### src/rtl/logic_unit_pipe.sv
// logic_unit_pipe: registered bitwise logic unit with an accumulator
// feedback path and a DEPTH-entry output FIFO behind a valid/ready handshake.

module logic_unit_pipe #(
  parameter int WIDTH = 8,
  parameter int DEPTH = 2
) (
  input  logic                     clk,
  input  logic                     rst,
  input  logic                     Enable,
  input  logic                     in_valid,
  output logic                     in_ready,
  input  logic [WIDTH-1:0]         data1,
  input  logic [WIDTH-1:0]         data2,
  input  logic [2:0]               op_cntrl,
  input  logic                     acc_mode,
  input  logic                     acc_clr,
  output logic                     out_valid,
  input  logic                     out_ready,
  output logic [WIDTH-1:0]         out,
  output logic                     out_zero,
  output logic [$clog2(DEPTH):0]   count
);

  localparam int PW = $clog2(DEPTH);
  localparam int CW = PW + 1;

  // Each FIFO entry carries the result with its zero flag in the top bit.
  logic [WIDTH:0]    mem_q [DEPTH];
  logic [PW-1:0]     wrPtr_q, wrPtr_d;
  logic [PW-1:0]     rdPtr_q, rdPtr_d;
  logic [CW-1:0]     count_q, count_d;
  logic [WIDTH-1:0]  acc_q, acc_d;

  logic [WIDTH-1:0]  opB;
  logic [WIDTH-1:0]  result;
  logic              accept;
  logic              pop;
  logic [WIDTH:0]    head;

  // Second operand: data2 normally, the accumulator in chaining mode,
  // with a same-cycle clear forcing zero so clear-then-operate works.
  always_comb begin
    opB = data2;
    if (acc_mode) begin
      opB = acc_clr ? '0 : acc_q;
    end
  end

  // Operation decode; every code maps to a defined function.
  always_comb begin
    result = '0;
    unique case (op_cntrl)
      3'b000:  result = data1 & opB;
      3'b001:  result = data1 | opB;
      3'b010:  result = ~data1;
      3'b011:  result = ~(data1 & opB);
      3'b100:  result = ~(data1 | opB);
      3'b101:  result = data1 ^ opB;
      3'b110:  result = ~(data1 ^ opB);
      default: result = opB;
    endcase
  end

  assign in_ready  = Enable && !rst && (count_q < CW'(DEPTH));
  assign out_valid = (count_q != '0);
  assign accept    = in_valid && in_ready;
  assign pop       = out_valid && out_ready;
  assign head      = mem_q[rdPtr_q];
  assign out       = out_valid ? head[WIDTH-1:0] : '0;
  assign out_zero  = out_valid ? head[WIDTH] : 1'b0;
  assign count     = count_q;

  // Pointer, occupancy and accumulator next-state; pointers wrap naturally
  // because DEPTH is a power of two.
  always_comb begin
    wrPtr_d = wrPtr_q;
    rdPtr_d = rdPtr_q;
    count_d = count_q;
    acc_d   = acc_q;
    if (accept) begin
      wrPtr_d = wrPtr_q + 1'b1;
    end
    if (pop) begin
      rdPtr_d = rdPtr_q + 1'b1;
    end
    unique case ({accept, pop})
      2'b10:   count_d = count_q + 1'b1;
      2'b01:   count_d = count_q - 1'b1;
      default: count_d = count_q;
    endcase
    if (accept && acc_mode) begin
      acc_d = result;
    end else if (acc_clr) begin
      acc_d = '0;
    end
  end

  // Control state register; reset empties the FIFO and clears the accumulator.
  always_ff @(posedge clk) begin
    if (rst) begin
      wrPtr_q <= '0;
      rdPtr_q <= '0;
      count_q <= '0;
      acc_q   <= '0;
    end else begin
      wrPtr_q <= wrPtr_d;
      rdPtr_q <= rdPtr_d;
      count_q <= count_d;
      acc_q   <= acc_d;
    end
  end

  // FIFO storage; contents need no reset since reads are gated by count.
  always_ff @(posedge clk) begin
    if (accept) begin
      mem_q[wrPtr_q] <= {(result == '0), result};
    end
  end

endmodule

### config.mk
export PLATFORM = sky130hd
export DESIGN_NAME = logic_unit_pipe
export DESIGN_NICKNAME = d
export VERILOG_FILES = /design/src/rtl/logic_unit_pipe.sv
export SDC_FILE = /design/constraint.sdc
export NUM_CORES = 1
export LEC_CHECK = 0
export CORE_UTILIZATION = 53
export CTS_CLUSTER_DIAMETER = 80
export DETAILED_ROUTE_END_ITERATION = 7
export MAX_ROUTING_LAYER = met4
export PLACE_DENSITY_LB_ADDON = 0.05
export SLEW_MARGIN = 20
export SYNTH_ARGS = -nofsm -noshare
export SYNTH_HDL_FRONTEND = slang
export SYNTH_SLANG_ARGS = --single-unit
export TNS_END_PERCENT = 100
### constraint.sdc
create_clock -name clk -period 3 [get_ports clk]
set_input_delay 0.3 -clock clk [delete_from_list [all_inputs] [get_ports clk]]
set_output_delay 0.3 -clock clk [all_outputs]
set_load 0.01 [all_outputs]
==> results.cfg, run 1 <==
[outcome]
run_status = finished, final reports clean

[floorplanning]
initial_core_util_pct = 57.15
fp.dieH_um = 66
ios = 39
num_rows = 22
die_width_um = 66
die_area_um2 = 4356
core_area_um2 = 3799

[setup_path]
cp_max_fo = 3
worstPathArrival_ns = 3.02
criticalPathCategory = in2reg
crit_path_start_kind = primary input
worst_setup_path_end_kind = flip-flop
critPathRequiredTime_ns = 3.10
reg2regPathDepth = 9

[synthesis]
synth_cell_types = 56
synth_enable_flop_cells = 18
yosysSeqAreaShare_pct = 36.89
synth_largest_type_area_fraction_pct = 24.90
post-synth-top-count-cell = sky130_fd_sc_hd__nor2_1
synth.cell_area_um2 = 2171
synth_fp_nets = 276
post_synth_main_area_contributors = sky130_fd_sc_hd__edfxtp_1, sky130_fd_sc_hd__dfxtp_1, sky130_fd_sc_hd__nor2_1, sky130_fd_sc_hd__ha_1, sky130_fd_sc_hd__mux2i_1
postSynthAreaPerCell_um2 = 9.008
yosys_register_bits = 31
synthFlopType = sky130_fd_sc_hd__edfxtp_1
synth_top_cells_by_count = sky130_fd_sc_hd__nor2_1, sky130_fd_sc_hd__edfxtp_1, sky130_fd_sc_hd__dfxtp_1, sky130_fd_sc_hd__mux2i_1, sky130_fd_sc_hd__nand2_1
synth_top_area_cell = sky130_fd_sc_hd__edfxtp_1
synthArstFlopShare_pct = 0
synthesized_netlist_cell_count = 241
ys_warn_count = 0

[global_route]
globalRouteOverflowTotal = 0
first_pass_grt_wire_length_um = 8238
vias_in_the_first_global_route = 1870
grt_max_degree = 29
combined_global_route_utilization_of_all_metal_layers_pct = 25.89
initial_antenna_violation_count = 0

[pwr]
leakagePower_nw = 1.214
switching_power_w = 0.0003772
sequential_share_of_power_pct = 39.1
ir_worst_vdd_mv = 0.4059
pwr-share-comb_pct = 34.9
internal-power_w = 0.0009033
power_frac_clock_pct = 26.0
sw_frac_of_total_pct = 29.46
power.density_cell_area_nw_per_um2 = 428.2

[finish]
final_design_area_no_fill_um2 = 2990
syn2layout_area_growth_pct = 37.75
finish.utilization_pct = 78.72
post_route_cells_drive_above_1_share_pct = 20.00
nNetsFinal = 349
sequential_cell_area_um2 = 800.8
layout.filler_cells = 287
antenna_cell_count = 0
multi_input_comb_area_um2 = 1316

[route]
post_route_ant_nets = 0
detail_route.wirelength_um = 5220
wl_per_cell_um = 14.38
drt_iter0_markers = 142
post_drt_via_cell_ratio = 5.603
detailedRoute.firstPassIterationCount = 4
vias = 2034
remaining_drc_errors = 0

[sta]
max_freq_mhz = 342.0
fin_worst_skew_ns = 0.005790
fin_crit_sh_pct = 97.48
timing_worst_slew_pin_value_ns = 0.6190
final.min_clock_period_ns = 2.924
finalSetupViolCount = 0
final-hold-violation-count = 0
slew_headroom_pct = 58.74
timing_max_transition_violations_final = 0

[clock_network]
tritoncts_num_sinks = 31
path_clk_slew_ns = 0.06
clk-insertion-delay-late_ns = 0.28
cts_tree = built
cts-buffers-inserted = 5
cts_max_level = 2
cts-root-buf = sky130_fd_sc_hd__clkbuf_8
cts_hold_repair.buffers = 0
max-clock-path-buffers = 2

[worst_hold_path]
min_path_type = reg2reg
hold_depth = 2

[placed_design]
dp.final_hpwl_um = 3826
io_buffers = 38
placed_cell_areas_um2 = 2843
place_congestion = 0.9058

[run]
timing.max_cap.violations = 0
-- timing repair --
| action | CTS | global route |
|---|---|---|
| setup buffers | 0 | 1 |
| endpoints found under the setup margin | 2 | 2 |
| hold endpoints to repair | 0 | 0 |
| gates resized for setup | 1 | 8 |
| gates cloned | 0 | 0 |
| pin swaps | 1 | 4 |
-- cell usage in the layout (no fill, tap or decap), types with 3 or more instances in the layout --
cell type                         synthesis  routed
sky130_fd_sc_hd__a211oi_1                 3       3
sky130_fd_sc_hd__nor2_1                  37      37
sky130_fd_sc_hd__clkdlybuf4s50_1          0      37
sky130_fd_sc_hd__and2_1                   7       7
sky130_fd_sc_hd__a31o_2                   3       3
sky130_fd_sc_hd__and2b_1                  3       3
sky130_fd_sc_hd__a21oi_1                  8       8
sky130_fd_sc_hd__mux2i_1                 11      11
sky130_fd_sc_hd__a21boi_0                 3       3
sky130_fd_sc_hd__buf_4                    0      39
sky130_fd_sc_hd__nand2b_1                10      10
sky130_fd_sc_hd__inv_1                    6       6
sky130_fd_sc_hd__o21ai_0                 10       9
sky130_fd_sc_hd__a21o_1                   3       3
sky130_fd_sc_hd__xnor2_1                  3       3
sky130_fd_sc_hd__nor2b_1                  9       9
sky130_fd_sc_hd__edfxtp_1                18      18
sky130_fd_sc_hd__dfxtp_1                 13      13
sky130_fd_sc_hd__nor3_1                   8       8
sky130_fd_sc_hd__clkbuf_8                 0       6
sky130_fd_sc_hd__nand2_1                 11      11
sky130_fd_sc_hd__ha_1                     9       8
sky130_fd_sc_hd__nand3b_1                 4       4
-- per-stage QoR --
step	TNS (ns)	hold slack, ns	instances	total power, W	setup slack, ns
finish	0	0.5357	363	0.001281	0.07562
global placement	-0.4050	0.4969	354	0.0009305	-0.1576
detailed placement	-1.007	0.5216	354	0.0009392	-0.3313
floorplan	0	0.3793	241	0.0007361	0.4367
global route	-0.01182	0.5587	363	0.001347	-0.005914
CTS	0	0.5424	362	0.001270	0.07811
-- per-layer routing --
metal	global-route usage, %	vias up	wire [um]
li1	-	1038	-
met1	32.28	930	2411
met2	42.35	60	2475
met3	5.690	6	287
met4	7.181	0	46
met5	-	-	0
-- worst paths after layout --
| path | slack [ns] | startpoint | end |
|---|---|---|---|
| min | 0.54 | rdPtr_q | rdPtr_q |
| min reg2reg | 0.54 | rdPtr_q | rdPtr_q |
| max | 0.08 | acc_clr | mem_q[1][8] |
| max reg2reg | 0.28 | acc_q[7] | mem_q[1][8] |
-- worst max-delay path, stage by stage --
cell                              delay (ns)
sky130_fd_sc_hd__clkdlybuf4s50_1        0.48
sky130_fd_sc_hd__and3b_4                0.20
sky130_fd_sc_hd__or2_1                  0.28
sky130_fd_sc_hd__ha_4                   0.23
sky130_fd_sc_hd__and2_1                 0.16
sky130_fd_sc_hd__o21ai_2                0.18
sky130_fd_sc_hd__a41oi_2                0.14
sky130_fd_sc_hd__nor4_2                 0.30
sky130_fd_sc_hd__or4b_4                 0.50
sky130_fd_sc_hd__nor4_4                 0.24
-- area by class of cell --
type | instances | share of cell area, %
clock buffer | 7 | 2.887
clock inverter | 1 | 0.1674
inverter | 8 | 1.004
multi-input combinational | 190 | 44.02
sequential | 31 | 26.78
tap | 48 | 2.008
timing repair buffer | 78 | 23.14
-- power groups by stage --
stage	clock (W)	sequential (W)	combinational, W
3_5_place_dp	0	0.000510	0.000429
3_3_place_gp	0	0.000510	0.000420
4_1_cts	0.000337	0.000501	0.000432
2_1_floorplan	0	0.000499	0.000237
6_report	0.000332	0.000501	0.000447
5_1_grt	0.000355	0.000504	0.000488
-- cells by family after synthesis --
family	count (synthesis)	synth area share, %
AO/OA/AOI/OAI	59	20.17
XOR/XNOR	4	1.614
adder cells (fa/ha/maj)	9	5.187
buffers and inverters	20	4.783
flip-flops	31	36.89
multiplexers	11	5.072
AND/OR/NAND/NOR	107	26.28
-- registers in the layout, summed over array words and instances (netlist names), named ones only --
name and flops:
rdPtr_q 1, count 2, mem_q 18, wrPtr_q 1, acc_q 8
No activity file was read; power rests on OpenSTA's default activity.
==> run 2: changes to the inputs <==
Settings changed: CORE_UTILIZATION 53 to 42.
Clock period 3 ns to 2.85 ns, I/O delays scaled along.
==> run 2 against run 1 <==
Compared with the run above: clock skew down 0.0022 ns; critical path depth unchanged; sequential share of layout area up 0.21 points; via count down 1.5%; worst setup slack better by 0.14 ns; routed wire length up 0.63%; combinational power up 0.9%; worst hold slack worse by 0.017 ns; count of clock-buffer cells in the layout up 1; critical endpoint unchanged; largest power group unchanged; first-iteration DRC count up 9.9%; clock power up 11%; utilization down 18 points.
==> results.cfg, run 2 (synthesis results as in run 1) <==
[clock_network]
cts-root-buf = sky130_fd_sc_hd__clkbuf_8
cts_max_level = 2
clk-insertion-delay-late_ns = 0.28
cts-buffers-inserted = 5
path_clk_slew_ns = 0.06
cts_tree = built
tritoncts_num_sinks = 31
max-clock-path-buffers = 2

[route]
post_drt_via_cell_ratio = 5.341
post_route_ant_nets = 0
remaining_drc_errors = 0
detailedRoute.firstPassIterationCount = 4
vias = 2003
wl_per_cell_um = 14.01
detail_route.wirelength_um = 5253
drt_iter0_markers = 156

[finish]
antenna_cell_count = 0
final_common_cell = sky130_fd_sc_hd__nor2_1
layout_common_cells = sky130_fd_sc_hd__nor2_1, sky130_fd_sc_hd__clkdlybuf4s50_1, sky130_fd_sc_hd__buf_4
sequential_cell_area_um2 = 800.8
layout.filler_cells = 419
regMostFlops = mem_q
post_route_cells_drive_above_1_share_pct = 18.18
nNetsFinal = 342
largest_register_ffs = 18
multi_input_comb_area_um2 = 1310
finish.cell_count_without_fillers = 375
syn2layout_area_growth_pct = 36.66

[sta]
fin_crit_sh_pct = 92.27
finalSetupViolCount = 0
max_freq_mhz = 380.3
rsz0062_at_grt = no
setup-tns-final_ns = 0
slew_headroom_pct = 52.31
final-hold-violation-count = 0
final.min_clock_period_ns = 2.630
worst_hold_slack_ns = 0.5186
timing_max_transition_violations_final = 0
timing_worst_slew_pin_value_ns = 0.7128
fin_worst_skew_ns = 0.003639

[setup_path]
worst_path_dominant_cell_family = simple AND/OR/NAND/NOR gates
worst_setup_path_end_kind = flip-flop
crit_path_start_kind = primary input
slowest_stage = sky130_fd_sc_hd__or4b_4
worstPathArrival_ns = 2.73
cp_max_fo = 2
max_stage_delay_ns = 0.50
path_cells = clkdlybuf4s50_1, nor2b_1, or2_1, ha_1, and2_1, o21ai_2, a41oi_2, nor4_2, or4b_4, nor4_4
criticalPathCategory = in2reg
cp_bufs_invs = 1
critPathRequiredTime_ns = 2.95

[global_route]
globalRouteOverflowTotal = 0
combined_global_route_utilization_of_all_metal_layers_pct = 21.56
grt_max_degree = 29
initial_antenna_violation_count = 0
first_pass_grt_wire_length_um = 8783
vias_in_the_first_global_route = 1918

[placed_design]
dp.final_hpwl_um = 3947
io_buffers = 38
placed_cells_incl_taps = 367
place_congestion = 0.8603

[floorplanning]
num_rows = 25
fp.dieH_um = 73.90
ios = 39
initial_core_util_pct = 44.77
core_area_um2 = 4848
die_width_um = 73.90
die_area_um2 = 5460

[pwr]
sum_of_internal_switching_and_leakage_power_w = 0.001348
power.density_cell_area_nw_per_um2 = 454.2
leakagePower_nw = 1.194
ir_worst_vdd_mv = 0.3283

[outcome]
run_status = finished, final reports clean

[worst_hold_path]
min_path_type = reg2reg

[run]
timing.max_cap.violations = 0
==> run 2: changes by cell type in the layout (fill, tap and decap cells not counted), sizes merged <==
cell / delta
clkbuf: +1
dlymetal6s2s: +1
buf: -7
clkdlybuf4s50: -1
clkinv: -1
==> run 2: worst register-to-register path: cells and delay by family (launching register included) <==
family	cells	cell delay, ns
AOI/OAI and AO/OA	2	0.29
and+or+nand+nor	6	1.54
DFF	1	0.31
adders and majority gates	1	0.30
==> run 2: through the flow <==
step	cell area, um^2	utilization [%]	worst slack, ns
after floorplan	2171	-	0.3017
after global routing	2967	61.19	0.09953
after CTS	2947	60.77	0.01378
final	2967	61.19	0.2202
after global placement	2821	58.19	-0.2964
after detailed placement	2821	58.19	-0.3736
==> run 2: metal layers <==
layer | global-route usage [%] | up-vias | wire (um)
li1 | - | 1018 | -
met1 | 28.35 | 932 | 2509
met2 | 34.05 | 48 | 2465
met3 | 4.527 | 5 | 242
met4 | 4.915 | 0 | 36
met5 | - | - | 0
==> run 2: report_power, final <==
part	internal, W	switching, W
registers	0.000504	0.0000243
clock network	0.000220	0.000149
logic	0.000240	0.000211
total	0.000964	0.000384
==> run 2: final cells by class <==
cell class / count / area share, %
Multi-Input combinational cell: 190 / 44.16
Tap cell: 67 / 2.826
Timing Repair Buffer: 71 / 21.64
Clock buffer: 8 / 3.374
Sequential cell: 31 / 26.99
Inverter: 8 / 1.012
==> run 2: repair_timing <==
action | in CTS | in global routing
resized for setup | 5 | 5
pin swaps | 1 | 1
hold buffers | 0 | 0
setup buffers | 0 | 0
setup endpoints to repair | 2 | 8
==> run 2: final timing paths <==
path,from,end,slack [ns],depth (start not counted)
max,data2[5],mem_q[1][8],0.22,10
min,rdPtr_q,rdPtr_q,0.52,2
max reg2reg,acc_q[5],mem_q[1][8],0.22,9
min reg2reg,rdPtr_q,rdPtr_q,0.52,2
